`config.mk`:
```
export PLATFORM = sky130hd
export DESIGN_NAME = epy_mem_copy_master
export DESIGN_NICKNAME = d
export VERILOG_FILES = /design/src/rtl/epy_mem_pkg.sv /design/src/rtl/epy_mem_copy_master.sv
export SDC_FILE = /design/constraint.sdc
export NUM_CORES = 1
export LEC_CHECK = 0
export ABC_CLOCK_PERIOD_IN_PS = 3700
export BUFFER_PORTS_ARGS = -buffer_cell sky130_fd_sc_hd__buf_4
export CAP_MARGIN = 40
export CORE_UTILIZATION = 50
export CTS_CLUSTER_SIZE = 20
export DETAILED_ROUTE_END_ITERATION = 10
export PLACE_DENSITY_LB_ADDON = 0.1
export SETUP_SLACK_MARGIN = 0.1
export SYNTH_ARGS = -nofsm -noshare
export SYNTH_HDL_FRONTEND = slang
export SYNTH_SLANG_ARGS = --single-unit
```
`constraint.sdc`:
```
create_clock -name clk -period 3.7 [get_ports clk]
set_clock_uncertainty 0.2 [all_clocks]
set_input_delay 0.555 -clock clk [delete_from_list [all_inputs] [get_ports clk]]
set_output_delay 0.555 -clock clk [all_outputs]
set_load 0.01 [all_outputs]
```
`src/rtl/epy_mem_pkg.sv`:
```
// Shared constants for the Sistema_Epy memory copy/fill master.
// State codes are plain localparams so older tools can read them.
package epy_mem_pkg;

  localparam int ADDR_W = 13;
  localparam int DEPTH  = 5120;
  localparam int LEN_W  = 14;

  localparam logic [3:0] BE_ALL = 4'hF;

  typedef logic [2:0] state_t;

  localparam state_t ST_IDLE    = 3'd0;
  localparam state_t ST_CHECK   = 3'd1;
  localparam state_t ST_RD_REQ  = 3'd2;
  localparam state_t ST_RD_WAIT = 3'd3;
  localparam state_t ST_WR_REQ  = 3'd4;
  localparam state_t ST_FIN     = 3'd5;

endpackage

```
`src/rtl/epy_mem_copy_master.sv`:
```
// Avalon-MM master that copies a block of words or fills a range with a constant,
// sharing the on-chip RAM with the CPU and obeying waitrequest.
module epy_mem_copy_master #(
  parameter int ADDR_W       = epy_mem_pkg::ADDR_W,
  parameter int DEPTH        = epy_mem_pkg::DEPTH,
  parameter int LEN_W        = epy_mem_pkg::LEN_W,
  parameter int READ_LATENCY = 1
) (
  input  logic              clk,
  input  logic              reset_n,
  input  logic              start,
  input  logic              fill_en,
  input  logic [ADDR_W-1:0] src_addr,
  input  logic [ADDR_W-1:0] dst_addr,
  input  logic [LEN_W-1:0]  len,
  input  logic [31:0]       fill_data,
  output logic              busy,
  output logic              done,
  output logic              err,
  output logic [ADDR_W-1:0] avm_address,
  output logic [3:0]        avm_byteenable,
  output logic              avm_chipselect,
  output logic              avm_read,
  output logic              avm_write,
  output logic [31:0]       avm_writedata,
  input  logic [31:0]       avm_readdata,
  input  logic              avm_waitrequest
);
  import epy_mem_pkg::*;

  localparam logic [LEN_W:0] DEPTH_EXT = (LEN_W+1)'(DEPTH);

  state_t            state;
  logic [ADDR_W-1:0] src_ptr;
  logic [ADDR_W-1:0] dst_ptr;
  logic [LEN_W-1:0]  remaining;
  logic              fill_mode;
  logic              err_flag;
  logic [31:0]       fill_reg;
  logic [31:0]       data_reg;
  logic [1:0]        lat_cnt;

  logic [LEN_W:0] dst_end;
  logic [LEN_W:0] src_end;
  logic           range_bad;
  logic           rd_phase;
  logic           wr_phase;

  // End addresses are one bit wider than len so an oversized command cannot wrap past the check.
  assign dst_end   = (LEN_W+1)'(dst_ptr) + (LEN_W+1)'(remaining);
  assign src_end   = (LEN_W+1)'(src_ptr) + (LEN_W+1)'(remaining);
  assign range_bad = (dst_end > DEPTH_EXT) || (!fill_mode && (src_end > DEPTH_EXT));

  assign rd_phase = (state == ST_RD_REQ);
  assign wr_phase = (state == ST_WR_REQ);

  always_ff @(posedge clk or negedge reset_n) begin
    if (!reset_n) begin
      state     <= ST_IDLE;
      src_ptr   <= '0;
      dst_ptr   <= '0;
      remaining <= '0;
      fill_mode <= 1'b0;
      err_flag  <= 1'b0;
      fill_reg  <= '0;
      data_reg  <= '0;
      lat_cnt   <= '0;
    end else begin
      case (state)
        ST_IDLE: begin
          if (start) begin
            src_ptr   <= src_addr;
            dst_ptr   <= dst_addr;
            remaining <= len;
            fill_mode <= fill_en;
            fill_reg  <= fill_data;
            err_flag  <= 1'b0;
            state     <= ST_CHECK;
          end
        end
        ST_CHECK: begin
          if (remaining == '0) begin
            state <= ST_FIN;
          end else if (range_bad) begin
            err_flag <= 1'b1;
            state    <= ST_FIN;
          end else begin
            state <= fill_mode ? ST_WR_REQ : ST_RD_REQ;
          end
        end
        ST_RD_REQ: begin
          if (!avm_waitrequest) begin
            lat_cnt <= 2'(READ_LATENCY);
            state   <= ST_RD_WAIT;
          end
        end
        // The RAM has no readdatavalid, so data is taken on the cycle the count expires.
        ST_RD_WAIT: begin
          lat_cnt <= lat_cnt - 2'd1;
          if (lat_cnt == 2'd1) begin
            data_reg <= avm_readdata;
            state    <= ST_WR_REQ;
          end
        end
        ST_WR_REQ: begin
          if (!avm_waitrequest) begin
            src_ptr   <= src_ptr + ADDR_W'(1);
            dst_ptr   <= dst_ptr + ADDR_W'(1);
            remaining <= remaining - LEN_W'(1);
            if (remaining == LEN_W'(1)) begin
              state <= ST_FIN;
            end else if (!fill_mode) begin
              state <= ST_RD_REQ;
            end
          end
        end
        ST_FIN: begin
          err_flag <= 1'b0;
          state    <= ST_IDLE;
        end
        default: state <= ST_IDLE;
      endcase
    end
  end

  always_comb begin
    busy           = (state != ST_IDLE);
    done           = (state == ST_FIN);
    err            = (state == ST_FIN) && err_flag;
    avm_read       = rd_phase;
    avm_write      = wr_phase;
    avm_chipselect = rd_phase | wr_phase;
    avm_byteenable = (rd_phase | wr_phase) ? BE_ALL : 4'h0;
    avm_address    = '0;
    avm_writedata  = '0;
    if (rd_phase) begin
      avm_address = src_ptr;
    end
    if (wr_phase) begin
      avm_address   = dst_ptr;
      avm_writedata = fill_mode ? fill_reg : data_reg;
    end
  end

endmodule
```
==> flow_summary.toml <==
[status]
status = "completed"

[clocking]
cts_tree = "yes"
htree_levels = 3
clk_pin_slew_ps = 70
clock_latency_ps = 360
clock_sinks = 111
cts_root_buffer = "clkbuf_16"
cts_buffers = 9
clockBufferDepth = 2

[critical_path]
critPathRequiredTime_ps = 3740
startpoint_type = "register"
arrival_ps = 3530
crit_path_end_kind = "register"
path_cells = "ha_2, fa_2, a211oi_4, o21ai_2, a211oi_4, o21ai_2, or3b_1, a222oi_1, o2111ai_2, buf_4, a32o_1"
cp_slowest_cell = "fa_2"
cpPeakStageDelay_ps = 420
path_max_fanout = 3
critPathKind = "register to register"

[floorplanning]
core_area_mm2 = 0.0139
pin_count = 164
fp.dieW_um = 121
die_area_mm2 = 0.0147
start_util_pct = 51.3
die_h_um = 121
rows = 43

[sta]
fin_crit_sh_pct = 94.1
slew_headroom_pct = 39.5
final.setup.tns_ps = 0
max_freq_mhz = 287
finalCriticalPeriod_ps = 3480
tightest_slew_ps = 908
rsz0062_at_grt = "no"
slew_violations = 0
setup_violations = 0
hold_viol = 0

[place]
hpwl_mm = 15.7
numPortBuffers = 163
gp_congestion = 0.964

[grt]
grt_max_degree = 82
overflow = 0
grt_pass1_wl_mm = 33.9
grt.total_usage_pct = 29.8
antenna_found_initial = 0
grt_pass1_vias = 6714

[pwr]
p_leak_nw = 4.04
ir_drop_mv = 0.428
p_total_mw = 8.72
power.density_mw_per_mm2 = 980

[logic_synthesis]
synthCells = 778
yosys-top-cells-area = "dfrtp_1 39%, mux2_2 10%, ha_1 5.4%, a21oi_1 4.7%, mux2i_1 4.6%"
synth_ff_type = "dfrtp_1"
netlist_area_mm2 = 0.00712
yosys-top-cells-count = "111 x dfrtp_1, 88 x nor2_1, 67 x a21oi_1"
synth_edf_count = 0
seq_area_frac_synth_pct = 39.0
ys_warn_count = 0
yosys.area.top_type = "dfrtp_1"
syn_avg_cell_area_um2 = 9.16
ys_ff_latch = 111
synth_most_common_cell = "dfrtp_1"
synth_cell_types = 66
synth-async-reset-ratio_pct = 100
yosys.area.top_type_share_pct = 39.0
syn-num-nets = 920

[drt]
drc_errors = 0
vias = 6741
ant_nets = 0
routed_wl_mm = 21.6
drt_first_pass_iters = 6
drt-initial-drc-count = 465
drt-vias-per-instance = 6.06
post_drt_wl_per_cell_um = 19.4

[finish]
diodes = 0
postLayoutCoreUtil_pct = 64.1
fin_nets = 1071
drive_above_1_share_pct = 30.7
areaGrowthSynthToFinish_pct = 24.9
nFillCells = 1196

[worst_hold_path]
hp-class = "input port to async pin"

[flow_run]
drv_cap = 0
-- worst max-delay path, delay by kind of cell (launching register included) --
family | cells | cell delay (ps)
AOI/OAI and AO/OA | 7 | 1580
adders and majority gates | 2 | 640
buffers and inverters | 1 | 190
DFF | 1 | 400
and+or+nand+nor | 1 | 350
-- per-layer routing --
metal	wire (um)	part of all wire, %	vias to the layer above	GRT usage (%)
met2	10800	50	229	51.3
met4	607	2.8	0	10.7
met3	1320	6.1	37	7.75
li1	-	-	3121	-
met1	8920	41	3354	35.7
met5	0	0	-	0
-- cells in the final DEF, fill, tap and decap left out, types with 4 or more instances in the layout --
| cell type | instances |
|---|---|
| nand2b_1 | 8 |
| a21o_1 | 11 |
| a22o_1 | 9 |
| inv_1 | 19 |
| nor3_1 | 18 |
| a31oi_1 | 6 |
| o21ai_0 | 59 |
| nor2b_1 | 4 |
| a21oi_1 | 66 |
| o22ai_1 | 10 |
| mux2_2 | 64 |
| dfrtp_1 | 110 |
| mux2i_1 | 33 |
| nor2_1 | 88 |
| xnor2_1 | 4 |
| o211ai_1 | 6 |
| o31ai_1 | 4 |
| xor2_1 | 9 |
| clkbuf_16 | 9 |
| ha_1 | 30 |
| a22oi_1 | 7 |
| nand2_1 | 62 |
| nand3_1 | 23 |
| and3_1 | 11 |
| buf_4 | 182 |
| nor4_1 | 4 |
-- path summary, 6_finish.rpt --
check	to	slack, ps	from	cells past startpoint
min in group clk	fill_mode$_DFFE_PN0P_	210	fill_en	3
worst min register to register	err_flag$_DFFE_PN0P_	290	err_flag$_DFFE_PN0P_	1
worst min-delay path	lat_cnt[1]$_DFFE_PN0P_	90	reset_n	1
worst max-delay path	err_flag$_DFFE_PN0P_	220	src_ptr[0]$_DFFE_PN0P_	11
worst max register to register	err_flag$_DFFE_PN0P_	220	src_ptr[0]$_DFFE_PN0P_	11
max in group asynchronous	data_reg[1]$_DFFE_PN0P_	2430	reset_n	2
-- through the flow --
step | setup WS [ps] | cell area, um2 | std cells | hold slack (ps)
after global routing | 91.5 | 8900 | 1113 | 145
after detailed placement | 92.1 | 8570 | 1094 | 274
final | 218 | 8900 | 1113 | 91.6
after global placement | 204 | 8570 | 1094 | 274
after floorplan | 366 | 7120 | 778 | 59.4
after CTS | 123 | 8860 | 1110 | 115
-- kinds of logic (layout without fill, tap and decap cells) --
kind of cell               count (synthesis)  in the layout  share of synthesized area (%)
and+or+nand+nor                          236            236                           14.9
xor gates and xnor gates                  13             13                           1.60
muxes                                     97             97                           14.8
DFF                                      111            111                           39.0
adders and majority gates                 33             33                           6.01
AOI/OAI and AO/OA                        223            223                           20.0
buffers and inverters                     65            220                           3.74
-- final cells by class --
type	count	area (um2)	share of cell area, %
well taps	180	225	2.53
inverters	20	75.1	0.844
flip-flops and latches	111	2780	31.2
clock inverters	6	51.3	0.576
repair buffers	185	1430	16.0
clock buffers	9	225	2.53
multi-input cells	602	4120	46.3
-- timing repair --
action	CTS	global route
resized for setup	1	5
setup buffers	1	3
endpoints found under the setup margin	2	4
pin swaps	1	7
hold endpoints to repair	0	0
hold buffers	0	0
-- report_power, final --
part / internal, mW / leakage [nW] / switching [mW] / total (mW)
Combinational: 2.44 / 2.61 / 2.88 / 5.32
Sequential: 1.83 / 1.29 / 0.622 / 2.45
Clock: 0.465 / 0.138 / 0.484 / 0.950
Note: power is estimated with default switching activity, not from simulation.
